===== config.mk =====
export PLATFORM = sky130hd
export DESIGN_NAME = apmu_ibex_wb_stage
export DESIGN_NICKNAME = d
export VERILOG_FILES = /design/src/rtl/apmu_ibex_wb_stage.sv
export SDC_FILE = /design/constraint.sdc
export NUM_CORES = 1
export LEC_CHECK = 0
export CAP_MARGIN = 30
export CORE_MARGIN = 4
export CORE_UTILIZATION = 63
export CTS_CLUSTER_DIAMETER = 100
export DETAILED_ROUTE_END_ITERATION = 10
export DONT_BUFFER_PORTS = 1
export GPL_TIMING_DRIVEN = 0
export PLACE_DENSITY_LB_ADDON = 0.15
export SLEW_MARGIN = 20
export SYNTH_ARGS = -nofsm -noshare
export SYNTH_HDL_FRONTEND = slang
export SYNTH_SLANG_ARGS = --single-unit

===== constraint.sdc =====
create_clock -name clk_i -period 4.3 [get_ports clk_i]
set_clock_uncertainty 0.1 [all_clocks]
set_input_delay 0 -clock clk_i [delete_from_list [all_inputs] [get_ports clk_i]]
set_output_delay 0 -clock clk_i [all_outputs]
set_load 0.005 [all_outputs]

===== src/rtl/apmu_ibex_wb_stage.sv =====
// ---------------------------------------------------------------------------
// apmu_ibex_wb_stage
//   Writeback stage behind the execute block. It holds at most one
//   instruction. An ALU/mult-div result retires one cycle after capture. A
//   load waits in WB_LOAD until the LSU response arrives and then writes the
//   returned data. The stage also produces a retire pulse, a retired-
//   instruction counter, a load bus-error pulse, and a sticky flag that
//   records LSU responses that arrived when no load was waiting.
//
//   Ports
//     clk_i, rst_ni          clock, asynchronous active-low reset
//     en_wb_i, flush_i       ID retire enable and controller flush
//     ex_valid_i ..pc_id_i   EX instruction: result, load flag, rd, we, pc
//     lsu_resp_*_i           LSU response valid, data and bus error
//     ready_wb_o             WB can accept an instruction this cycle
//     rf_*_wb_o              register-file write port and forwarding valid
//     instr_done_wb_o        one-cycle retire pulse
//     pc_wb_o                PC of the instruction in WB
//     load_err_o             load completed with a bus error
//     spurious_resp_o        sticky: LSU response seen outside WB_LOAD
//     retired_cnt_o          retired-instruction count (wraps)
// ---------------------------------------------------------------------------
module apmu_ibex_wb_stage #(
    parameter int unsigned CntWidth = 32,
    parameter bit          ResetAll = 1'b0
) (
    input  logic                clk_i,
    input  logic                rst_ni,
    input  logic                en_wb_i,
    input  logic                flush_i,
    input  logic                ex_valid_i,
    input  logic [31:0]         result_ex_i,
    input  logic                instr_is_load_i,
    input  logic                rf_we_id_i,
    input  logic [4:0]          rf_waddr_id_i,
    input  logic [31:0]         pc_id_i,
    input  logic                lsu_resp_valid_i,
    input  logic [31:0]         lsu_rdata_i,
    input  logic                lsu_resp_err_i,
    output logic                ready_wb_o,
    output logic                rf_we_wb_o,
    output logic [4:0]          rf_waddr_wb_o,
    output logic [31:0]         rf_wdata_wb_o,
    output logic                rf_wdata_fwd_valid_o,
    output logic                instr_done_wb_o,
    output logic [31:0]         pc_wb_o,
    output logic                load_err_o,
    output logic                spurious_resp_o,
    output logic [CntWidth-1:0] retired_cnt_o
);

    typedef enum logic [1:0] {
        WB_IDLE = 2'd0,
        WB_ALU  = 2'd1,
        WB_LOAD = 2'd2
    } wb_state_e;

    wb_state_e           state_q, state_d;
    logic                we_q;
    logic [4:0]          rd_q;
    logic [31:0]         pc_q;
    logic [31:0]         result_q;
    logic                spurious_q;
    logic [CntWidth-1:0] cnt_q;
    logic                accept;
    logic                in_load;

    assign in_load = (state_q == WB_LOAD);

    // A pending load frees the stage in its own response cycle, so a new
    // instruction can be captured while the old one retires.
    assign ready_wb_o = ~in_load | lsu_resp_valid_i;
    assign accept     = en_wb_i & ex_valid_i & ready_wb_o & ~flush_i;

    always_comb begin
        state_d              = WB_IDLE;
        rf_we_wb_o           = 1'b0;
        rf_wdata_wb_o        = 32'h0;
        rf_wdata_fwd_valid_o = 1'b0;
        instr_done_wb_o      = 1'b0;
        load_err_o           = 1'b0;

        if (accept) begin
            state_d = instr_is_load_i ? WB_LOAD : WB_ALU;
        end else if (in_load && !lsu_resp_valid_i) begin
            // Flush does not reach an entry already in WB; wait for the data.
            state_d = WB_LOAD;
        end

        unique case (state_q)
            WB_ALU: begin
                rf_we_wb_o           = we_q;
                rf_wdata_wb_o        = result_q;
                rf_wdata_fwd_valid_o = we_q;
                instr_done_wb_o      = 1'b1;
            end
            WB_LOAD: begin
                rf_wdata_wb_o = lsu_rdata_i;
                if (lsu_resp_valid_i) begin
                    rf_we_wb_o           = we_q & ~lsu_resp_err_i;
                    rf_wdata_fwd_valid_o = we_q & ~lsu_resp_err_i;
                    instr_done_wb_o      = 1'b1;
                    load_err_o           = lsu_resp_err_i;
                end
            end
            default: ;
        endcase
    end

    assign rf_waddr_wb_o   = (state_q != WB_IDLE) ? rd_q : 5'd0;
    assign pc_wb_o         = (state_q != WB_IDLE) ? pc_q : 32'h0;
    assign spurious_resp_o = spurious_q;
    assign retired_cnt_o   = cnt_q;

    always_ff @(posedge clk_i or negedge rst_ni) begin
        if (!rst_ni) begin
            state_q    <= WB_IDLE;
            we_q       <= 1'b0;
            spurious_q <= 1'b0;
            cnt_q      <= '0;
        end else begin
            state_q <= state_d;
            if (accept) begin
                // Writes to x0 are dropped here so downstream never sees them.
                we_q <= rf_we_id_i & (rf_waddr_id_i != 5'd0);
            end
            if (lsu_resp_valid_i && !in_load) begin
                spurious_q <= 1'b1;
            end
            if (instr_done_wb_o) begin
                cnt_q <= cnt_q + {{(CntWidth-1){1'b0}}, 1'b1};
            end
        end
    end

    // Payload registers: outputs are gated by state, so their reset is optional.
    generate
        if (ResetAll) begin : g_data_rst
            always_ff @(posedge clk_i or negedge rst_ni) begin
                if (!rst_ni) begin
                    rd_q     <= 5'd0;
                    pc_q     <= 32'h0;
                    result_q <= 32'h0;
                end else if (accept) begin
                    rd_q     <= rf_waddr_id_i;
                    pc_q     <= pc_id_i;
                    result_q <= result_ex_i;
                end
            end
        end else begin : g_data_nrst
            always_ff @(posedge clk_i) begin
                if (accept) begin
                    rd_q     <= rf_waddr_id_i;
                    pc_q     <= pc_id_i;
                    result_q <= result_ex_i;
                end
            end
        end
    endgenerate

endmodule


======== After elaboration in Yosys (flattened, before gate mapping) ========
Cells that the tools add are included.
W data, S select, Z words.
operators by class
  eq/ne operators ......................... 2
  muxes and demuxes ....................... 12
  add/sub/neg operators ................... 1
  reduce and logical (&&, ||, !) cells .... 6
  bitwise logic cells ..................... 9
operators with widths
  kind                     number
  $pmux W32 S2             1
  $add A32 B1 Y32 const B  1
  $mux W32                 1
  $mux W2                  3
  $and A1 B1 Y1            5
  $mux W5                  1
  $reduce_bool A5 Y1       1
  $mux W1                  4
  $pmux W1 S2              2
  $not A1 Y1               3
  $eq A2 B1 Y1 const B     1
  $eq A2 B2 Y1 const B     1
  $logic_and A1 B1 Y1      2
  $logic_not A1 Y1         2
  $reduce_bool A2 Y1       1
  $or A1 B1 Y1             1
storage, ports and cells
  output and inout bits ................... 107
  register bits after elaboration ......... 105

======== Depth between registers and ports, before layout ========
Gate-level depths: netlist (run 1).
  depth in word-level cells ............... 6
  depth in mapped cells ................... 8
  depth with buffers taken out ............ 7

======== Least setup slack after synthesis (run 1) ========
No wires, ideal clock.
  kind .................................... register -> register
  from .................................... register state_q[0]
  to ...................................... register pc_q[0], enable pin
  required time ........................... 3.764 ns
  buffers on the path ..................... 1
  setup slack ............................. 1.255 ns
  data arrival time ....................... 2.509 ns
  stages on the path, launching flop included .. 6
  period minus slack after synthesis ...... 3.045 ns
  path through ............................ dfrtp_1 inv_1 ha_1 buf_2 nand2b_1 and2_1
on the way
  word-level cells in the longest chain between the ends .. 5
ends and longest elaborated chain
  item                         RTL line  source
  from (decl)                  58        wb_state_e state_q, state_d;
  from (signal assigned)       122       state_q <= state_d;
  $eq A2 B2 Y1                 68        assign in_load = (state_q == WB_LOAD);
  $not A1 Y1                   72        assign ready_wb_o = ~in_load | lsu_resp_valid_i;
  $or A1 B1 Y1                 72
  via ready_wb_o               40        output logic ready_wb_o,
  $and A1 B1 Y1 (2 in series)  73        assign accept = en_wb_i & ex_valid_i & ready_wb_o & ~flush_i;
  via accept                   65        logic accept;
  to (signal assigned)         154       pc_q <= pc_id_i;
  to (decl)                    61        logic [31:0] pc_q;
The timed path passes the listed nets, and every way through them passes these cells.
A chain may end at the register's enable or synchronous reset.

======== Worst setup path after layout (run 1) ========
  from .................................... register state_q[0]
  to ...................................... output port rf_we_wb_o
on the way
  word-level cells in the longest chain between the ends .. 2
ends and longest elaborated chain
  item                                          RTL line  source
  $eq A2 B2 Y1 or $eq A2 B1 Y1 (tied branches)  -
  $pmux W1 S2 *                                 -
  to (decl)                                     41        output logic rf_we_wb_o,
Every way passes the cells marked *; elsewhere a longest branch is shown, timed or not.

==> results of run 1 <==
## routing by layer
| metal | vias up | routed length [um] | global-route usage, % | share of wire, % |
|---|---|---|---|---|
| met2 | 176 | 6500 | 51.9 | 53 |
| met4 | 0 | 179 | 7.22 | 1.4 |
| met5 | - | 0 | 0 | 0 |
| met1 | 1576 | 4430 | 33.8 | 36 |
| met3 | 16 | 1260 | 10.4 | 10 |
| li1 | 1441 | - | - | - |
## worst paths after layout
kind                       cells after the start  slack [ns]                            end
max in group asynchronous                      4        3.29   retired_cnt_o[5]$_DFFE_PN0P_
max reg2reg                                    6        2.12              pc_q[6]$_DFFE_PP_
min in group asynchronous                      3        0.49   retired_cnt_o[9]$_DFFE_PN0P_
min                                            1        0.09                     load_err_o
max                                            7        1.94                     rf_we_wb_o
min reg2reg                                    1        0.41  retired_cnt_o[15]$_DFFE_PN0P_
## Yosys cell counts
cell / instances
and3_1: 6
nand4_2: 1
nor2b_1: 71
buf_4: 2
nand2b_1: 1
nor4_1: 1
clkbuf_1: 13
and3_2: 1
and4_2: 1
a22oi_1: 32
xnor2_1: 18
a21o_1: 2
inv_1: 8
and2_1: 3
nor2_1: 4
o21ai_0: 1
dfrtp_1: 36
nand4_1: 11
ha_1: 4
or4_1: 3
nand3_2: 1
and4_4: 1
xor2_1: 13
nand3_1: 7
nor4_2: 7
and4_1: 3
edfxtp_1: 69
nand4b_1: 1
nand2_1: 16
nor3_1: 6
buf_2: 4
o2111ai_1: 1
nand3_4: 1
## report_power, final
part	switching [mW]	leakage (nW)	internal [mW]
Clock	0.338	0.120	0.392
Sequential	0.0231	1.12	1.11
Combinational	0.0820	0.884	0.0866
Total	0.444	2.12	1.59
## worst max-delay path: stages, from the launching register on
cell and delay [ns]:
dfrtp_1 0.40, inv_1 0.09, ha_1 0.14, buf_2 0.20, a21o_1 0.27, nand2_1 0.19
nor3_1 0.41, buf_4 0.19
## sequential cells by signal, indices dropped and copies added, names as in the netlist
name             count
pc_q                32
result_q            32
retired_cnt_o       32
rd_q                 5
state_q              2
spurious_resp_o      1
we_q                 1
## final cells by class
cell class	instances	area, um^2	area share [%]
clock inverters	7	124	2.13
repair buffers	80	831	14.3
well taps	96	120	2.07
flip-flops and latches	105	2970	51.1
plain buffers	19	83.8	1.44
inverters	8	30.0	0.516
multi-input cells	217	1530	26.3
clock buffers	9	124	2.13
## stage by stage
| stage | util (%) | hold slack, ns |
|---|---|---|
| 4_1_cts | 83.7 | 0.0848 |
| 5_1_grt | 83.7 | 0.0860 |
| 3_5_place_dp | 68.5 | -0.395 |
| 3_3_place_gp | 68.2 | -0.395 |
| 2_1_floorplan | - | -0.396 |
| 6_report | 83.7 | 0.0878 |
## repair_timing
| item | in CTS | in global routing |
|---|---|---|
| buffers inserted | 0 | 0 |
| endpoints found under the hold margin | 109 | 0 |
| hold buffers | 79 | 0 |
## kinds of logic after synthesis
logic type                 synth area share, %
AOI/OAI and AO/OA                         5.83
adders and majority gates                 1.08
DFF                                       64.4
buffers and inverters                     2.47
xor gates and xnor gates                  5.89
and+or+nand+nor                           20.3
==> impl_metrics.json, run 1 <==
{
  "setup_viol": 0,
  "layout_commonest_cell": "dlygate4sd3_1",
  "grt_overflow_total": 0,
  "clock_sinks": 105,
  "cts_tree": "done",
  "place_inst": 446,
  "power_mw": 2.03,
  "worst_slack_ns": 1.94,
  "fin_crit_ns": 2.36,
  "path_class": "flop to primary output",
  "ys_ff_latch": 105,
  "synth_area_leaders": "edfxtp_1, dfrtp_1, nor2b_1",
  "ys_warn_count": 0,
  "io_pins": 217,
  "grt_max_degree": 42,
  "timing.rr.start": "state_q[0]$_DFF_PN0_",
  "pre_cts_slack_ns": 2.13,
  "hp-start": "lsu_resp_valid_i",
  "cp-startpoint": "state_q[0]$_DFF_PN0_",
  "place.gp.congestion": 0.790,
  "power_density_mw_per_mm2": 350,
  "yosysUniqueCellTypes": 33,
  "arrival_ns": 2.26,
  "critPathLaunchType": "flop",
  "syn_avg_cell_area_um2": 13.2,
  "die_h_um": 93.6,
  "drt_iter0_drc": 147,
  "clock_path_buffers": 2,
  "synthesis.nets": 463,
  "numCtsBuffers": 9,
  "cap_violations": 0,
  "status": "finished, final reports clean",
  "avgRoutedWirePerCell_um": 22.9,
  "dp.final_hpwl_um": 7820,
  "cts-resized-gates": 0,
  "synth_largest_area_cell": "edfxtp_1",
  "hold_viol": 0,
  "final_cell_mix": "dlygate4sd3_1, nor2b_1, edfxtp_1",
  "fin_area_mm2": 0.00581,
  "grt_pass1_wl_um": 19100,
  "end_kind": "primary output",
  "rsz0062_at_grt": "no",
  "ctsRootBufferMaster": "clkbuf_8",
  "max_freq_mhz": 423,
  "ys_seq_area_share_pct": 64.4,
  "synth.cell_area_mm2": 0.00461,
  "dr.pass1.iters": 4,
  "antenna_found_initial": 0,
  "fill_cells": 353,
  "dpl-instance-area_mm2": 0.00476,
  "drc": 0,
  "vias": 3209,
  "syn_inst": 349,
  "grt_util_all_layers_pct": 29.2,
  "std_cell_rows": 30,
  "tns_ns": 0,
  "initial_core_util_pct": 66.4,
  "worst_ep_required_time_ns": 4.20,
  "n_antenna_cell": 0,
  "min_path_type": "input pin to primary output",
  "peakVddDrop_mv": 0.271,
  "crit_path_max_fanout": 9,
  "clk_pin_slew_worst_paths_ns": 0.10,
  "clk-insertion-delay-late_ns": 0.36,
  "wl_um": 12400,
  "layout-drive-gt1-share_pct": 8.76,
  "area_growth_syn_to_layout_pct": 26.0,
  "port_buffers": 0,
  "relSlewSlack_pct": 69.1,
  "core_mm2": 0.00694,
  "tightest_slew_ns": 0.463,
  "final_nets": 554,
  "grt_pass1_vias": 3358,
  "fp.dieW_um": 93.6,
  "slew_violations": 0,
  "die_area_mm2": 0.00876,
  "finalNonFillerCells": 541,
  "h-tree-depth": 3,
  "leakagePower_nw": 2.12,
  "synth_top_area_share_pct": 44.9,
  "ant_nets": 0,
  "via_per_inst": 5.93,
  "period_share_pct": 54.9
}
Note: power is estimated with default switching activity, not from simulation.
==> run 2, diff against run 1 <==
==> constraint.sdc (replaced) <==
create_clock -name clk_i -period 2.4 [get_ports clk_i]
set_clock_uncertainty 0.1 [all_clocks]
set_input_delay 0 -clock clk_i [delete_from_list [all_inputs] [get_ports clk_i]]
set_output_delay 0 -clock clk_i [all_outputs]
set_load 0.005 [all_outputs]
==> run 2 against run 1 <==
Combinational power rose by 76%. Critical path depth did not move. Via count rose by 1.2%.
==> impl_metrics.json, run 2 (synthesis gave the netlist of run 1 again) <==
{
  "status": "finished, final reports clean",
  "antenna_found_initial": 0,
  "busiest_layer": "met2",
  "rr_worst_depth": 7,
  "leakagePower_nw": 2.08,
  "slew_violations": 0,
  "final_nets": 554,
  "drt_iter0_drc": 149,
  "area_growth_syn_to_layout_pct": 24.1,
  "place.gp.congestion": 0.777,
  "peakVddDrop_mv": 0.430,
  "cap_violations": 0,
  "initial_core_util_pct": 66.4,
  "layout_commonest_cell": "dlygate4sd3_1",
  "relSlewSlack_pct": 65.7,
  "arrival_ns": 2.10,
  "swShare_pct": 23.7,
  "r2r_end": "retired_cnt_o[20]$_DFFE_PN0P_",
  "clock_path_buffers": 2,
  "final_cell_mix": "dlygate4sd3_1, nor2b_1, edfxtp_1",
  "dr.pass1.iters": 4,
  "h-tree-depth": 3,
  "io_pins": 217,
  "min_path_type": "input pin to flop",
  "max_freq_mhz": 455,
  "power.switching_uw": 782,
  "p_int_mw": 2.52,
  "numCtsBuffers": 9,
  "grt_overflow_total": 0,
  "layout-drive-gt1-share_pct": 8.54,
  "drc": 0,
  "seq_power_share_pct": 61.6,
  "path_class": "flop to primary output",
  "clk-insertion-delay-late_ns": 0.35,
  "port_buffers": 0,
  "avgRoutedWirePerCell_um": 23.1,
  "hold_depth": 3,
  "vias": 3248,
  "worst_slack_ns": 0.203,
  "fin_crit_ns": 2.20,
  "r2r_slack_ns": 0.27,
  "rsz0062_at_grt": "no",
  "power_density_mw_per_mm2": 577,
  "grt_pass1_wl_um": 19100,
  "wl_um": 12500,
  "power_mw": 3.30,
  "cp-startpoint": "state_q[0]$_DFF_PN0_",
  "via_per_inst": 6.00,
  "end_kind": "primary output",
  "grt_util_all_layers_pct": 29.1,
  "die_area_mm2": 0.00876,
  "core_mm2": 0.00694,
  "endpoint": "rf_we_wb_o",
  "fill_cells": 372,
  "gr-usage-met2_pct": 49.0,
  "fp.dieW_um": 93.6,
  "hold_viol": 0,
  "cts_tree": "done",
  "ant_nets": 0,
  "timing.rr.start": "state_q[0]$_DFF_PN0_",
  "pre_cts_slack_ns": 0.288,
  "std_cell_rows": 30,
  "grt_max_degree": 49,
  "p_comb_share_pct": 9.0,
  "critPathLaunchType": "flop",
  "tightest_slew_ns": 0.514,
  "grt_pass1_vias": 3423,
  "ctsRootBufferMaster": "clkbuf_8",
  "worst_ep_required_time_ns": 2.30,
  "clock_sinks": 105,
  "power_frac_clock_pct": 29.4,
  "dp.final_hpwl_um": 8000,
  "die_h_um": 93.6,
  "setup_viol": 0,
  "crit_path_max_fanout": 9,
  "use_met1_pct": 33.7,
  "grt_use_met3_pct": 10.9,
  "hold_slack_ns": 0.0135,
  "n_antenna_cell": 0,
  "clk_pin_slew_worst_paths_ns": 0.09,
  "period_share_pct": 91.6
}
==> run 2: changes by cell type in the layout (fill, tap and decap cells not counted) <==
cell and change:
nor3_2 +1, clkinv_2 +1, bufinv_16 -3, buf_12 -1, buf_2 +1, clkinv_1 +2
inv_6 -1, nor3_1 -1, clkinv_4 +1
==> run 2: routing by layer <==
metal	wire length (um)	vias up
met5	0	-
met4	284	0
met3	1530	29
met2	6320	213
met1	4380	1567
li1	-	1439
==> run 2: how the worst min path moves through the flow <==
stage	start	endpoint	slack [ns]
global route	lsu_resp_valid_i	load_err_o	0.07
floorplan	rst_ni	retired_cnt_o[0]$_DFFE_PN0P_	-0.40
detailed placement	rst_ni	retired_cnt_o[23]$_DFFE_PN0P_	-0.39
CTS	lsu_resp_valid_i	we_q$_DFFE_PN0P_	0.01
global placement	rst_ni	retired_cnt_o[26]$_DFFE_PN0P_	-0.39
finish	lsu_resp_valid_i	we_q$_DFFE_PN0P_	0.01
==> run 2: area by class of cell <==
cell class              count  area [um^2]  share of cell area [%]
clock inverters             7         46.3                   0.808
clock buffers               9          124                    2.16
repair buffers             80          816                    14.2
multi-input cells         217         1530                    26.8
inverters                   8         30.0                   0.524
plain buffers              19         83.8                    1.46
flip-flops and latches    105         2970                    51.9
well taps                  96          120                    2.10
==> run 2: through the flow <==
step                      instances  utilization (%)  TNS (ns)  area, um^2
after CTS                       541             82.5         0        5730
after floorplan                 349                -         0        4610
after global routing            541             82.5         0        5730
final                           541             82.5         0        5730
after global placement          445             68.2    -21.23        4730
after detailed placement        446             68.5         0        4760
==> run 2: power by group through the flow <==
stage | clock network (mW) | logic, mW | registers [mW]
after global routing | 1.05 | 0.329 | 2.04
after CTS | 0.968 | 0.294 | 2.03
after global placement | 0 | 0.163 | 2.07
final | 0.972 | 0.298 | 2.03
after floorplan | 0 | 0.133 | 2.06
after detailed placement | 0 | 0.171 | 2.07
==> run 2: timing repair <==
item                                    in CTS  in global routing
buffers inserted                             0                  0
hold buffers                                79                  0
resized for setup                            0                  1
endpoints found under the setup margin       0                  1
hold endpoints to repair                   109                  0
==> run 2: critical path: stages (launching register included) <==
cell and delay [ns]:
dfrtp_1 0.39, inv_1 0.08, ha_1 0.13, buf_2 0.20
a21o_1 0.27, nand2_1 0.20, nor3_2 0.30, buf_4 0.17
